===== src/rtl/fetch_pc_if.sv =====
// Instruction-memory read handshake between the fetch unit (master) and memory (slave).
// The request and its address stay up until the slave returns fetch_ack.
interface fetch_pc_if #(
    parameter int unsigned ADDR_W = 16
);
    logic              fetch_req;
    logic [ADDR_W-1:0] fetch_addr;
    logic              fetch_ack;

    modport master (
        output fetch_req,
        output fetch_addr,
        input  fetch_ack
    );

    modport slave (
        input  fetch_req,
        input  fetch_addr,
        output fetch_ack
    );
endinterface


===== src/rtl/fetch_pc.sv =====
// Program counter and fetch sequencer: issues one outstanding read at a time and
// drains stale requests after a redirect or trap so that only live words are reported.
module fetch_pc #(
    parameter int unsigned       ADDR_W   = 16,
    parameter logic [ADDR_W-1:0] RESET_PC = '0,
    parameter int unsigned       STEP     = 1,
    parameter logic [ADDR_W-1:0] TRAP_VEC = ADDR_W'(16'h0004)
) (
    input  logic              clk,
    input  logic              rst,
    input  logic              hold,
    input  logic              redirect,
    input  logic [ADDR_W-1:0] redirect_addr,
    input  logic              trap,
    fetch_pc_if.master        mem,
    output logic              inst_valid,
    output logic [ADDR_W-1:0] inst_pc,
    output logic [ADDR_W-1:0] pc,
    output logic [ADDR_W-1:0] epc
);

    localparam logic [ADDR_W-1:0] STEP_V = ADDR_W'(STEP);

    typedef enum logic [1:0] {
        ST_IDLE,
        ST_FETCH,
        ST_DRAIN
    } state_t;

    state_t            r_state;
    logic [ADDR_W-1:0] r_pc;
    logic [ADDR_W-1:0] r_drain_addr;
    logic              r_inst_valid;
    logic [ADDR_W-1:0] r_inst_pc;
    logic [ADDR_W-1:0] r_epc;

    state_t            w_state_nxt;
    state_t            w_after_ack;
    logic [ADDR_W-1:0] w_pc_nxt;
    logic [ADDR_W-1:0] w_drain_nxt;
    logic              w_valid_nxt;
    logic [ADDR_W-1:0] w_inst_pc_nxt;
    logic [ADDR_W-1:0] w_epc_nxt;
    logic              w_redir;
    logic [ADDR_W-1:0] w_target;

    // Trap outranks redirect; both share the same control-flow effects.
    assign w_redir     = trap | redirect;
    assign w_target    = trap ? TRAP_VEC : redirect_addr;
    assign w_after_ack = hold ? ST_IDLE : ST_FETCH;

    // NOTE: every signal gets its default before the case so no path can leave
    // one unassigned, which would otherwise infer a latch.
    always_comb begin
        w_state_nxt   = r_state;
        w_pc_nxt      = r_pc;
        w_drain_nxt   = r_drain_addr;
        w_valid_nxt   = 1'b0;
        w_inst_pc_nxt = r_inst_pc;
        w_epc_nxt     = trap ? r_pc : r_epc;

        case (r_state)
            ST_IDLE: begin
                if (w_redir) begin
                    w_pc_nxt = w_target;
                end
                if (!hold) begin
                    w_state_nxt = ST_FETCH;
                end
            end

            ST_FETCH: begin
                if (mem.fetch_ack) begin
                    w_state_nxt = w_after_ack;
                    if (w_redir) begin
                        w_pc_nxt = w_target;
                    end else begin
                        w_valid_nxt   = 1'b1;
                        w_inst_pc_nxt = r_pc;
                        w_pc_nxt      = r_pc + STEP_V;
                    end
                end else if (w_redir) begin
                    w_drain_nxt = r_pc;
                    w_pc_nxt    = w_target;
                    w_state_nxt = ST_DRAIN;
                end
            end

            ST_DRAIN: begin
                // A stale word completing retires the drain even if a new
                // redirect arrives in the same cycle; the new target still lands.
                if (w_redir) begin
                    w_pc_nxt = w_target;
                end
                if (mem.fetch_ack) begin
                    w_state_nxt = w_after_ack;
                end
            end

            default: begin
                w_state_nxt = ST_IDLE;
            end
        endcase
    end

    // NOTE: sequential state uses non-blocking assignments so every register
    // samples pre-edge values regardless of statement order.
    always_ff @(posedge clk or negedge rst) begin
        if (!rst) begin
            r_state      <= ST_IDLE;
            r_pc         <= RESET_PC;
            r_drain_addr <= '0;
            r_inst_valid <= 1'b0;
            r_inst_pc    <= '0;
            r_epc        <= '0;
        end else begin
            r_state      <= w_state_nxt;
            r_pc         <= w_pc_nxt;
            r_drain_addr <= w_drain_nxt;
            r_inst_valid <= w_valid_nxt;
            r_inst_pc    <= w_inst_pc_nxt;
            r_epc        <= w_epc_nxt;
        end
    end

    assign mem.fetch_req  = (r_state != ST_IDLE);
    assign mem.fetch_addr = (r_state == ST_DRAIN) ? r_drain_addr : r_pc;
    assign inst_valid     = r_inst_valid;
    assign inst_pc        = r_inst_pc;
    assign pc             = r_pc;
    assign epc            = r_epc;

    // An un-acked request must stay asserted with an unchanged address.
    a_req_held : assert property (
        @(posedge clk) disable iff (!rst)
        (mem.fetch_req && !mem.fetch_ack) |=> (mem.fetch_req && $stable(mem.fetch_addr))
    );

    a_valid_single : assert property (
        @(posedge clk) disable iff (!rst)
        inst_valid |-> $past(r_state == ST_FETCH && mem.fetch_ack)
    );

endmodule


===== src/flat_wrapper.sv =====
// flat-port wrapper written by rule: the top's interface ports become plain ports
module fetch_pc_flat 
#(
    parameter int unsigned       ADDR_W   = 16,
    parameter logic [ADDR_W-1:0] RESET_PC = '0,
    parameter int unsigned       STEP     = 1,
    parameter logic [ADDR_W-1:0] TRAP_VEC = ADDR_W'(16'h0004)
)
  (clk, rst, hold, redirect, redirect_addr, trap, inst_valid, inst_pc, pc, epc, mem_fetch_req, mem_fetch_addr, mem_fetch_ack);
  fetch_pc_if #(.ADDR_W(ADDR_W)) mem_i ();
  input  logic clk;
  input  logic rst;
  input  logic hold;
  input  logic redirect;
  input  logic [ADDR_W-1:0] redirect_addr;
  input  logic trap;
  output logic inst_valid;
  output logic [ADDR_W-1:0] inst_pc;
  output logic [ADDR_W-1:0] pc;
  output logic [ADDR_W-1:0] epc;
  output wire logic [$bits(mem_i.fetch_req)-1:0] mem_fetch_req;
  output wire logic [$bits(mem_i.fetch_addr)-1:0] mem_fetch_addr;
  input wire logic [$bits(mem_i.fetch_ack)-1:0] mem_fetch_ack;
  assign mem_fetch_req = mem_i.fetch_req;
  assign mem_fetch_addr = mem_i.fetch_addr;
  assign mem_i.fetch_ack = mem_fetch_ack;
  fetch_pc #(.ADDR_W(ADDR_W), .RESET_PC(RESET_PC), .STEP(STEP), .TRAP_VEC(TRAP_VEC)) u_core (.clk(clk), .rst(rst), .hold(hold), .redirect(redirect), .redirect_addr(redirect_addr), .trap(trap), .mem(mem_i), .inst_valid(inst_valid), .inst_pc(inst_pc), .pc(pc), .epc(epc));
endmodule

===== config.mk =====
export PLATFORM = sky130hd
export DESIGN_NAME = fetch_pc_flat
export DESIGN_NICKNAME = d
export VERILOG_FILES = /design/src/rtl/fetch_pc_if.sv /design/src/rtl/fetch_pc.sv /design/src/flat_wrapper.sv
export SDC_FILE = /design/constraint.sdc
export NUM_CORES = 1
export LEC_CHECK = 0
export CORE_UTILIZATION = 52
export CTS_CLUSTER_DIAMETER = 100
export DETAILED_ROUTE_END_ITERATION = 10
export GPL_TIMING_DRIVEN = 0
export PLACE_DENSITY = 0.85
export SYNTH_ARGS = -nofsm -noshare
export SYNTH_HDL_FRONTEND = slang
export SYNTH_SLANG_ARGS = --single-unit

===== constraint.sdc =====
create_clock -name clk -period 2.95 [get_ports clk]
set_input_delay 0.4425 -clock clk [delete_from_list [all_inputs] [get_ports clk]]
set_output_delay 0.4425 -clock clk [all_outputs]
set_load 0.02 [all_outputs]

* After elaboration in Yosys (flattened, before gate mapping)
Cells that the tools add are included.
** Storage, ports and cells
- Output and inout bits :: 66
- Logic and storage cells :: 37
- Flip-flop bits (word level) :: 67
** Operators by class
- Bitwise operators :: 3
- Mux-type cells :: 15
- Equal/unequal tests :: 5
- Reductions and logical operators :: 7
- Add/subtract/negate cells :: 1
** Operators with widths (count)
- $mux W16 :: 5
- $pmux W16 S2 :: 1
- $add A16 B1 Y16 const B :: 1
- $reduce_and A3 Y1 :: 3
- $mux W2 :: 4
- $pmux W2 S3 :: 1
- $mux W1 :: 4
- $ne A2 B2 Y1 const B :: 2
- $reduce_bool A2 Y1 :: 2
- $ne A3 B2 Y1 const B :: 1
- $eq A2 B1 Y1 const B :: 1
- $eq A2 B2 Y1 const B :: 1
- $logic_not A2 Y1 :: 1
- $not A1 Y1 :: 2
- $reduce_or A2 Y1 :: 1
- $or A1 B1 Y1 :: 1

* Depth between registers and ports, before layout
Gate-level depths: netlist of run 1.
- Word-level depth :: 4
- Gate-level depth with buffers :: 7
- Depth with buffers taken out :: 6

* Worst setup path before layout of run 1
OpenSTA, ideal clock, no wires.
- Path kind :: reg-to-output
- Start :: reg u_core.r_state[0]
- End :: out mem_fetch_addr[10]
- Stages on the path, launching flop included :: 6
- Path slack :: 1.038 ns
- Data arrival time :: 1.469 ns
- Path through :: dfrtp_1 -> buf_4 -> nor2b_1 -> buf_2 -> buf_2 -> mux2_2
** Between the ends
- Cells in the longest elaborated chain, start to end :: 2
** RTL lines
- start, declared :: line fetch_pc.sv:30 : state_t r_state;
- start signal, assigned :: line fetch_pc.sv:117 : r_state <= w_state_nxt;
- $eq A2 B2 Y1 :: line fetch_pc.sv:127 : assign mem.fetch_addr = (r_state == ST_DRAIN) ? r_drain_addr : r_pc;
- $mux W16 :: line fetch_pc.sv:127
- end, declared :: line flat_wrapper.sv:22 : output wire logic [$bits(mem_i.fetch_addr)-1:0] mem_fetch_addr;
Every way passes these cells.

* Worst setup path after layout of run 1
- Start :: reg u_core.r_state[0]
- End :: out mem_fetch_addr[15]
Same word-level chain as after synthesis.

==> results.txt, run 1 <==
- Dividing the detail-routed wire length by the instance count gives 18.3 µm.
- Final weighted congestion of routability-driven global placement: 0.902
- Maximum frequency from static timing analysis: 0.354 GHz
- Global Route Usage Sum: 0.265
* Initial Util: 0.546
* Clk network pwr share: 0.278
- Type of the tightest min-delay check: in2async
- Registers take 0.00168 mm².
* Status: finished clean
* Leading register cell type out of synthesis: sky130_fd_sc_hd__dfrtp_1
* Placed cell count: 436
- The largest total area in the synthesized netlist belongs to sky130_fd_sc_hd__dfrtp_1.
- Setup repair after global routing left no endpoint under its margin.
* Multi-input combinational cell area: 0.00145 mm²
- Via-per-instance ratio: 5.98
- The filler cells instantiated in the layout total 429.
- Summed over all nets, the half-perimeter wirelength after detailed placement is 5.68 mm.
* Cells taking the most area after synthesis: sky130_fd_sc_hd__dfrtp_1 51%, sky130_fd_sc_hd__mux2_2 18%, sky130_fd_sc_hd__o21ai_0 3.4%
- The die covers 0.00661 mm².
- Number of antenna diodes: 0
* CTS max path bufs: 2
- Flops & latches, synth: 67
- In the post-synthesis netlist, the cell with the most instances is sky130_fd_sc_hd__dfrtp_1.
- The number of global-route vias before repair is 2574.
* Number of buffers inserted by hold repair at cts: 0
- In the synthesized netlist, the cells that appear most often are 67 x sky130_fd_sc_hd__dfrtp_1, 51 x sky130_fd_sc_hd__mux2_2, 22 x sky130_fd_sc_hd__o21ai_0.
- Final std cells w/o fill: 450
- Final sum of negative setup slack: 0 ns
- Setup slack closes at 0.127 ns.
- P_int: 0.00183 W
- Post-route DRC violation count: 0
- Number of hold violations in the final report: 0
- Clock skew on the completed layout was measured at 0.00972 ns.
* Total clock buffers created by CTS: 9
- Leakage power of the design: 1.93 nW
- Total power divided by cell area: 602 mW/mm²
- Overflow left after global routing: 0
- Core footprint: 0.00599 mm²
- Summing internal, switching and leakage power gives 0.00263 W.
- TritonCTS built the clock tree.
- Clk sinks: 67
* Layout area overhead: 34.0%
- After the first detailed-routing iteration, the DRC count stood at 180.
- Data required time of the worst path: 2.51 ns
- When the netlist entered floorplanning its net count stood at 300.
- After clock tree synthesis, the clock-pin slew on the worst setup and hold paths is 0.07 ns.
- The worst setup path is launched from a flop.
- Count of vias placed by the detailed router: 2693
* Setup Buffers After CTS: 0
- Data arrives at the worst endpoint at 2.38 ns.
- The synthesized netlist occupies a cell area of 0.00327 mm².
* Wire length of the first global-routing pass: 13.0 mm
* Port Buffer Count: 84
* Number of rows created at floorplan: 28
- In the synthesized netlist the async set-or-reset flop fraction comes to 1.00.
* Clock root buffer: sky130_fd_sc_hd__clkbuf_8
- Layout Nets: 394
- Chip height: 81.3 µm
* Sequential share of the synthesized area: 0.513
* CP max FO: 18
* Setup Slack @ Placement: 0.355 ns
* Slew Limit Headroom: 0.430
- Router iterations before antenna repair: 5
* Initial antenna violation count: 0
- Dividing the synthesized area by the synthesized cell count gives 11.8 µm².
- Of the cells placed in the final design, the portion with a size suffix greater than 1 is 0.251.
- Max Slew Vio Count: 0
- Of the total power, combinational logic draws 0.280.
- For the pin with the worst max-slew slack, the measured transition is 0.855 ns.
* Crit path capture type: output port
- EDFF count, synth: 0
* Clk Latency, worst-skew pair: 0.35 ns
- The detail route stage leaves a number of antenna-violating nets equal to 0.
- X dimension of the die: 81.3 µm
- Synthesis instantiated 50 different standard cells from the library.
- By startpoint and endpoint, the worst setup path is classified as reg2out.
* Worst R2R Setup Slack: 0.92 ns
- Setup violations remaining at the end of the flow were counted as 0.
- Max-cap check violation count: 0
- I/O pins: 88
- Entering global routing, the biggest net connects 68 pins.
* Yosys warns: 0
- Tcrit/Tclk final: 0.957
* Fraction of synthesized cell area taken by the top area cell type: 0.513
- Final period demand of the worst path: 2.82 ns
- Of the total power, the share spent switching nets is 0.307.
* Number of H-tree branching levels: 3
* Total wire length: 8.23 mm
- Worst hold slack: 0.174 ns
- The share of total power dissipated in sequential elements is 0.442.
* Psw: 0.000808 W
- Post-Syn Instances: 277
- Across the VDD grid, the largest voltage drop is 0.336 mV.
sequential cells by signal, summed over array words and instances (netlist names):
register / cells
u_core.r_drain_addr: 16
u_core.inst_pc: 16
u_core.pc: 16
u_core.r_state: 2
u_core.epc: 16
u_core.inst_valid: 1
per-layer routing:
metal	track usage	up-vias	wire length, µm
met1	0.352	1333	3390
met2	0.428	138	4080
met5	0	-	0
li1	-	1197	-
met3	0.0438	25	559
met4	0.111	0	204
power groups by stage:
stage	logic (W)	clock network, W	registers (W)
finish	0.000737	0.000732	0.00116
global route	0.000782	0.000774	0.00118
CTS	0.000741	0.000735	0.00116
detailed placement	0.000740	0	0.00118
global placement	0.000720	0	0.00117
floorplan	0.000300	0	0.00126
layout make-up:
class | instances | share of cell area
well taps | 75 | 0.0214
repair buffers | 84 | 0.191
clock inverters | 5 | 0.0126
plain buffers | 20 | 0.0269
flip-flops and latches | 67 | 0.383
multi-input cells | 185 | 0.332
clock buffers | 10 | 0.0292
inverters | 4 | 0.00343
what timing repair did:
item | 4_1_cts | 5_1_grt
endpoints found under the setup margin | 5 | 0
hold endpoints to repair | 0 | 0
resized for setup | 0 | 0
placed cells by master (no fill, tap or decap), types with 2 or more instances in the layout:
master and n:
sky130_fd_sc_hd__inv_1 4, sky130_fd_sc_hd__mux2_1 3, sky130_fd_sc_hd__a22oi_1 5, sky130_fd_sc_hd__nor2_2 2, sky130_fd_sc_hd__mux2_2 51, sky130_fd_sc_hd__o21ai_0 22
sky130_fd_sc_hd__buf_2 6, sky130_fd_sc_hd__nor3_1 4, sky130_fd_sc_hd__mux2_4 7, sky130_fd_sc_hd__nor2b_1 2, sky130_fd_sc_hd__nand2_1 17, sky130_fd_sc_hd__o2bb2ai_1 2
sky130_fd_sc_hd__nand3_1 4, sky130_fd_sc_hd__nor2_1 8, sky130_fd_sc_hd__nand4_1 3, sky130_fd_sc_hd__a31oi_1 3, sky130_fd_sc_hd__o21ai_1 3, sky130_fd_sc_hd__clkbuf_8 9
sky130_fd_sc_hd__o31ai_1 2, sky130_fd_sc_hd__and3_1 2, sky130_fd_sc_hd__nand3_2 2, sky130_fd_sc_hd__a21oi_1 15, sky130_fd_sc_hd__buf_6 2, sky130_fd_sc_hd__clkinv_2 2
sky130_fd_sc_hd__clkbuf_1 10, sky130_fd_sc_hd__nor4_1 3, sky130_fd_sc_hd__and4_1 2, sky130_fd_sc_hd__dfrtp_1 67, sky130_fd_sc_hd__or2_2 3, sky130_fd_sc_hd__clkinvlp_4 2
sky130_fd_sc_hd__clkdlybuf4s50_1 83, sky130_fd_sc_hd__buf_4 2
through the flow:
| stage | util | instance area [µm²] |
|---|---|---|
| floorplan | - | 3270 |
| global placement | 0.702 | 4200 |
| detailed placement | 0.701 | 4200 |
| CTS | 0.731 | 4380 |
| global route | 0.731 | 4380 |
| finish | 0.731 | 4380 |
critical path: stages, from the launching register on:
cell	delay, ns
sky130_fd_sc_hd__dfrtp_1	0.44
sky130_fd_sc_hd__buf_4	0.20
sky130_fd_sc_hd__nor2b_1	0.10
sky130_fd_sc_hd__buf_2	0.36
sky130_fd_sc_hd__mux2_2	0.39
sky130_fd_sc_hd__clkdlybuf4s50_1	0.54
worst paths after layout:
kind / start / endpoint / cells after the start
min reg2reg: u_core.r_drain_addr[3]$_DFFE_PN0P_ / u_core.r_drain_addr[3]$_DFFE_PN0P_ / 2
max in group asynchronous: rst / u_core.r_drain_addr[3]$_DFFE_PN0P_ / 1
min: rst / u_core.epc[1]$_DFFE_PN0P_ / 1
min in group clk: mem_fetch_ack / u_core.r_state[1]$_DFFE_PN0P_ / 2
max: u_core.r_state[0]$_DFFE_PN0P_ / mem_fetch_addr[15] / 5
max reg2reg: u_core.pc[0]$_DFFE_PN0P_ / u_core.pc[8]$_DFFE_PN0P_ / 6
cells by family after synthesis:
kind of cell	after synthesis	share of synthesized area
buf+inv	25	0.0421
mux	62	0.221
compound gates	62	0.114
fa+ha+maj	1	0.00383
flops	67	0.513
simple gates	60	0.106
Note: power is estimated with default switching activity, not from simulation.
==> inputs of run 2 (changes only) <==
--- a/config.mk
+++ b/config.mk
@@ -5,6 +5,8 @@
 export SDC_FILE = /design/constraint.sdc
 export NUM_CORES = 1
 export LEC_CHECK = 0
+export ABC_CLOCK_PERIOD_IN_PS = 3400
+export CORE_ASPECT_RATIO = 2
 export CORE_UTILIZATION = 52
 export CTS_CLUSTER_DIAMETER = 100
 export DETAILED_ROUTE_END_ITERATION = 10
==> constraint.sdc (replaced) <==
create_clock -name clk -period 3.4 [get_ports clk]
set_input_delay 0.51 -clock clk [delete_from_list [all_inputs] [get_ports clk]]
set_output_delay 0.51 -clock clk [all_outputs]
set_load 0.02 [all_outputs]
==> run 2 against run 1 <==
Via count about the same. Clock-buffer cell count up 3. Clock power up 25%. Critical endpoint is now mem_fetch_addr[13]. Combinational power down 13%. The run now ends with DRC left. Total power down 2.5%.
==> results.txt, run 2 (synthesized netlist as in run 1, its figures left out) <==
- The run finished, with violations left.
* Violations in the final reports: DRC
* Chip height: 114 µm
* Floorplan die area: 0.00662 mm²
- Largest net degree at the start of global routing: 68
* Placed cell count: 445
* Via-per-instance ratio: 5.86
* Type of element launching the critical path: flop
- Violation count after the first detailed-routing iteration: 162
- After detailed routing, the average wire length per cell comes to 18.5 µm.
- Clk sinks: 67
- Share of the core filled with cells in the final layout: 0.744
* Share of total power in combinational logic: 0.251
* CP top delay family: buffers and inverters
* Initial antenna violation count: 0
* Clk Latency, worst-skew pair: 0.33 ns
* Type of the tightest min-delay check: in2async
- Port Buffer Count: 84
* Total clock buffers created by CTS: 9
- Max-cap check violation count: 0
* Number of hold violations in the final report: 0
* WP depth: 6
- Dividing the final minimum period by the clock period gives 0.909.
- Cell internal power was estimated by the tool at 0.00186 W.
- Worst-case clock skew: 0.00292 ns
- Fraction of power spent switching nets: 0.277
- RSZ-0062 raised after global routing: false
- Final period demand of the worst path: 3.09 ns
- Setup Buffers After CTS: 0
- The number of global-route vias before repair came to 2729.
* Number of H-tree branching levels: 3
- The total area inside the core boundary comes to 0.00606 mm².
- Maximum frequency from static timing analysis: 0.323 GHz
* Final sum of negative setup slack: 0 ns
- The share of total power dissipated in the clock network is 0.357.
- Total wire length: 8.53 mm
* Most numerous cell on the critical path: sky130_fd_sc_hd__buf_2
* Buf+Inv Stages, Crit Path: 4
* Data required time of the worst path: 2.89 ns
* Leakage power of the design: 1.99 nW
- Clock-pin slew was measured on the worst setup and hold paths at 0.05 ns.
* Initial Util: 0.540
* Endpoint of the worst-slack reg-to-reg timing path: u_core.pc[8]$_DFFE_PN0P_
- The worst setup path is captured at an output port.
* Final number of setup-violating endpoints: 0
* CP max FO: 10
* Clock root buffer: sky130_fd_sc_hd__clkbuf_16
- Counting along the longest clock path gives a buffer depth of 2.
- The first global-routing pass estimated 13.6 mm of wire.
* Max Slew Vio Count: 0
- In the final layout, the share of cells above drive strength 1 is 0.250.
- Layout area overhead: 37.9%
* Final weighted congestion of routability-driven global placement: 0.875
* Number of rows created at floorplan: 40
- Cell-by-cell trace of the critical path: buf_4, nor2b_1, buf_2, buf_2, mux2_2, clkdlybuf4s50_1
- 0 antenna diodes ended up in the layout.
* Worst R2R Setup Slack: 1.36 ns
- Top library cells by usage in the layout, fill and taps aside: 83 x sky130_fd_sc_hd__clkdlybuf4s50_1, 67 x sky130_fd_sc_hd__dfrtp_1, 51 x sky130_fd_sc_hd__mux2_2, 22 x sky130_fd_sc_hd__o21ai_0, 17 x sky130_fd_sc_hd__nand2_1
- In the final design database the tool counted 395 nets.
* Final HPWL from detailed placement: 5.84 mm
- The library cell used most frequently in the layout, excluding fill and tap cells, is sky130_fd_sc_hd__clkdlybuf4s50_1.
- Count of vias placed by the detailed router: 2695
- Post-route DRC violation count: 4
- Delay of the slowest critical-path stage: 0.55 ns
- I/O pins: 88
* Final std cells w/o fill: 460
* Global Route Usage Sum: 0.278
- Hold is met by 0.278 ns.
- The analysis attributes to net switching a power of 0.000711 W.
- At the pin with the least slew margin, the transition time is 0.863 ns.
* Cell type of the slowest stage on the worst timing path: sky130_fd_sc_hd__clkdlybuf4s50_1
- For this design the ratio of total power to cell area is 570 mW/mm².
- Final antenna-violating net count: 0
* Worst setup path category: reg2out
- Overflow left after global routing: 0
* Data arrival at the endpoint of the critical path: 2.58 ns
- Clock tree from TritonCTS: done
- Slew Limit Headroom: 0.425
* Count of cells resized by post-cts repair: 0
* Path depth of the worst reg2reg path: 6
- VDD sags by at most 0.375 mV.
* X dimension of the die: 58.1 µm
- The first detailed-routing pass took 8 iterations.
- Buffers inserted to repair hold after CTS numbered 0.
- Total design power: 0.00257 W
* Worst R2R Start: u_core.pc[0]$_DFFE_PN0P_
- Relative contribution of sequential cells to total power: 0.392
-- run 2: worst max path at each step --
stage	end	startpoint
after detailed placement	mem_fetch_addr[13]	u_core.r_state[0]$_DFFE_PN0P_
final	mem_fetch_addr[13]	u_core.r_state[0]$_DFFE_PN0P_
after global placement	u_core.epc[9]$_DFFE_PN0P_	rst
after CTS	mem_fetch_addr[13]	u_core.r_state[0]$_DFFE_PN0P_
after global routing	mem_fetch_addr[8]	u_core.r_state[0]$_DFFE_PN0P_
after floorplan	mem_fetch_addr[10]	u_core.r_state[0]$_DFFE_PN0P_
-- run 2: cell type report --
class                           instances  area (µm²)
Inverter                                4        15.0
Timing Repair Buffer                   84         838
Fill cell                             441        1550
Buffer                                 21         123
Clock buffer                           13         260
Tap cell                               84         105
Sequential cell                        67        1680
Clock inverter                          2        35.0
Multi-Input combinational cell        185        1450
-- run 2: metrics by stage --
| step | setup WS (ns) | area (µm²) |
|---|---|---|
| after floorplan | 1.42 | 3270 |
| after global placement | -0.357 | 4210 |
| after detailed placement | 0.654 | 4210 |
| after CTS | 0.289 | 4510 |
| after global routing | 0.242 | 4510 |
| final | 0.308 | 4510 |
-- run 2: power groups by stage --
stage	registers (W)	logic (W)	clock network [W]
floorplan	0.00109	0.000260	0
global placement	0.00101	0.000630	0
global route	0.00102	0.000681	0.000961
CTS	0.00101	0.000647	0.000928
detailed placement	0.00102	0.000643	0
finish	0.00101	0.000644	0.000917
-- run 2: per-layer routing --
layer	vias to the layer above	part of all wire	global-route usage
li1	1203	-	-
met1	1326	0.36	0.314
met2	141	0.55	0.477
met3	25	0.059	0.0554
met4	0	0.031	0.157
met5	-	0	0
==> inputs of run 3 (changes only) <==
--- a/config.mk
+++ b/config.mk
@@ -7,6 +7,7 @@
 export LEC_CHECK = 0
 export ABC_CLOCK_PERIOD_IN_PS = 3400
 export CORE_ASPECT_RATIO = 2
+export CORE_MARGIN = 2
 export CORE_UTILIZATION = 52
 export CTS_CLUSTER_DIAMETER = 100
 export DETAILED_ROUTE_END_ITERATION = 10
==> run 3 against run 2 <==
The flow now finishes without violations. First-iteration DRC count is 9.3% lower. Clock skew is 0.0035 ns higher. Clock power is 0.4% higher.
==> results.txt, run 3 (synthesized netlist as in run 1, its figures left out) <==
- Status: finished clean
- Count of cells resized by post-cts repair: 0
* Router iterations before antenna repair: 4
* Via-per-instance ratio: 5.80
- I/O pins: 88
- The core region is 0.00606 mm².
* Type of element launching the critical path: flop
- Worst R2R Start: u_core.pc[0]$_DFFE_PN0P_
- In this run the vertical extent of the chip is 116 µm.
- The initial utilization of the core area, before any placement, comes to 0.540.
* Setup Buffers After CTS: 0
- Slew Limit Headroom: 0.435
* Worst voltage drop across the vdd grid: 0.466 mV
- Worst setup path category: reg2out
- For the final database, setup skew stands at 0.00644 ns.
- Summed over all failing endpoints, the final setup total negative slack is 0 ns.
- Multi-input combinational cell area: 0.00145 mm²
* Global Route Usage Sum: 0.266
* Total clock buffers created by CTS: 9
* Number of hold violations in the final report: 0
- Fill cells: 446
- Data arrival at the endpoint of the critical path: 2.57 ns
* Post-route DRC violation count: 0
- Launching instance or port of the critical path: u_core.r_state[0]$_DFFE_PN0P_
- At the placement stage, the worst setup path has a slack of 0.685 ns.
- Top library cells by usage in the layout, fill and taps aside: 83 x sky130_fd_sc_hd__clkdlybuf4s50_1, 67 x sky130_fd_sc_hd__dfrtp_1, 51 x sky130_fd_sc_hd__mux2_2, 22 x sky130_fd_sc_hd__o21ai_0, 17 x sky130_fd_sc_hd__nand2_1
- The max-slew violation count came to 0.
- The worst hold path belongs to the class in2async.
* Clk Latency, worst-skew pair: 0.33 ns
- For this block, the initial DRC count from the detailed router was 147.
- Layout Nets: 395
- Setup repair after global routing left no endpoint under its margin.
- Port buffering added 84 buffers.
* Final HPWL from detailed placement: 5.92 mm
- Maximum frequency from static timing analysis: 0.325 GHz
- In the final routed layout, each cell accounts on average for 18.8 µm.
- In this run the horizontal extent of the chip is 60.1 µm.
- Crit path capture type: output port
* Tcrit/Tclk final: 0.906
- Ratio of cells with drive above 1 in the final layout: 0.250
- Layout area overhead: 37.9%
* Data required time of the worst path: 2.89 ns
* Clock transition at the register clock pins on the worst setup and hold paths after CTS: 0.05 ns
- The longest clock path from root to sink contains 2 buffers.
- Number of rows created at floorplan: 40
* Number of global-route vias before repair: 2657
- Cell type of the slowest stage on the worst timing path: sky130_fd_sc_hd__clkdlybuf4s50_1
- The placed instances occupy a cell area of 0.00421 mm².
* Number of H-tree branching levels: 3
- The finished cells cover 0.00451 mm².
- The number of antenna violations at the first check in global routing came to 0.
- For this design the ratio of total power to cell area is 570 mW/mm².
- Summed over all cells, the static leakage comes to 1.99 nW.
- Final number of setup-violating endpoints: 0
- Entering global routing, the biggest net connects 68 pins.
* Clock root buffer: sky130_fd_sc_hd__clkbuf_16
- The tool flagged a number of max-cap violations equal to 0.
* Overflow left after global routing: 0
* Final weighted congestion of routability-driven global placement: 0.880
- Number of buffers inserted by hold repair at cts: 0
* Clk sinks: 67
- Worst-case setup margin in the final layout: 0.319 ns
- TritonCTS built the clock tree.
- Hold is met by 0.274 ns.
- In this run the worst path has a maximum fanout of 10.
* Reg area: 0.00168 mm²
- Total wire length: 8.66 mm
* Count of vias placed by the detailed router: 2667
- Delay of the slowest critical-path stage: 0.54 ns
- Floorplan die area: 0.00697 mm²
- The first global-routing pass estimated 13.6 mm of wire.
* Final period demand of the worst path: 3.08 ns
- Traced cell by cell, the critical path runs through buf_4, nor2b_1, buf_2, buf_2, mux2_2, clkdlybuf4s50_1.
- Most common library cell in the layout ignoring fill and taps: sky130_fd_sc_hd__clkdlybuf4s50_1
* Number of antenna diodes: 0
- Final antenna-violating net count: 0
- Slew at the pin closest to its max-slew limit: 0.847 ns
- Most numerous cell on the critical path: sky130_fd_sc_hd__buf_2
-- run 3: worst paths after layout --
| check | to | slack [ns] | cells past startpoint |
|---|---|---|---|
| worst min register to register | u_core.inst_pc[8]$_DFFE_PN0P_ | 0.49 | 1 |
| min in group clk | u_core.r_state[1]$_DFFE_PN0P_ | 0.42 | 2 |
| worst max-delay path | mem_fetch_addr[9] | 0.32 | 6 |
| max in group asynchronous | u_core.inst_pc[15]$_DFFE_PN0P_ | 2.56 | 1 |
| worst max register to register | u_core.pc[14]$_DFFE_PN0P_ | 1.39 | 6 |
| worst min-delay path | u_core.r_drain_addr[1]$_DFFE_PN0P_ | 0.27 | 1 |
-- run 3: per-stage QoR --
stage                     total power, W  instances  utilization
after global routing             0.00267        460        0.744
after detailed placement         0.00166        445        0.695
after floorplan                  0.00136        277            -
final                            0.00257        460        0.744
after CTS                        0.00258        460        0.744
after global placement           0.00164        445        0.696
-- run 3: where the power goes --
group / total [W] / internal [W] / switching, W
logic: 0.000646 / 0.000335 / 0.000311
registers: 0.00100 / 0.000920 / 0.0000836
clock network: 0.000921 / 0.000602 / 0.000319
total: 0.00257 / 0.00186 / 0.000713
-- run 3: final cells by class --
type                    count  share of cell area
flip-flops and latches     67               0.372
clock buffers              13              0.0577
well taps                  84              0.0233
plain buffers              21              0.0272
inverters                   4             0.00333
multi-input cells         185               0.323
clock inverters             2             0.00777
repair buffers             84               0.186
-- run 3: worst max-delay path, delay by kind of cell (launching register included) --
kind	cells	cell delay (ns)
buffers and inverters	4	1.33
DFF	1	0.42
muxes	1	0.38
and+or+nand+nor	1	0.10
-- run 3: routing by layer --
| layer | vias to the layer above | wire (µm) | track usage | share of wire |
|---|---|---|---|---|
| met1 | 1307 | 3010 | 0.320 | 0.35 |
| met4 | 0 | 329 | 0.151 | 0.038 |
| met3 | 27 | 529 | 0.0443 | 0.061 |
| met2 | 137 | 4790 | 0.437 | 0.55 |
| li1 | 1196 | - | - | - |
| met5 | - | 0 | 0 | 0 |
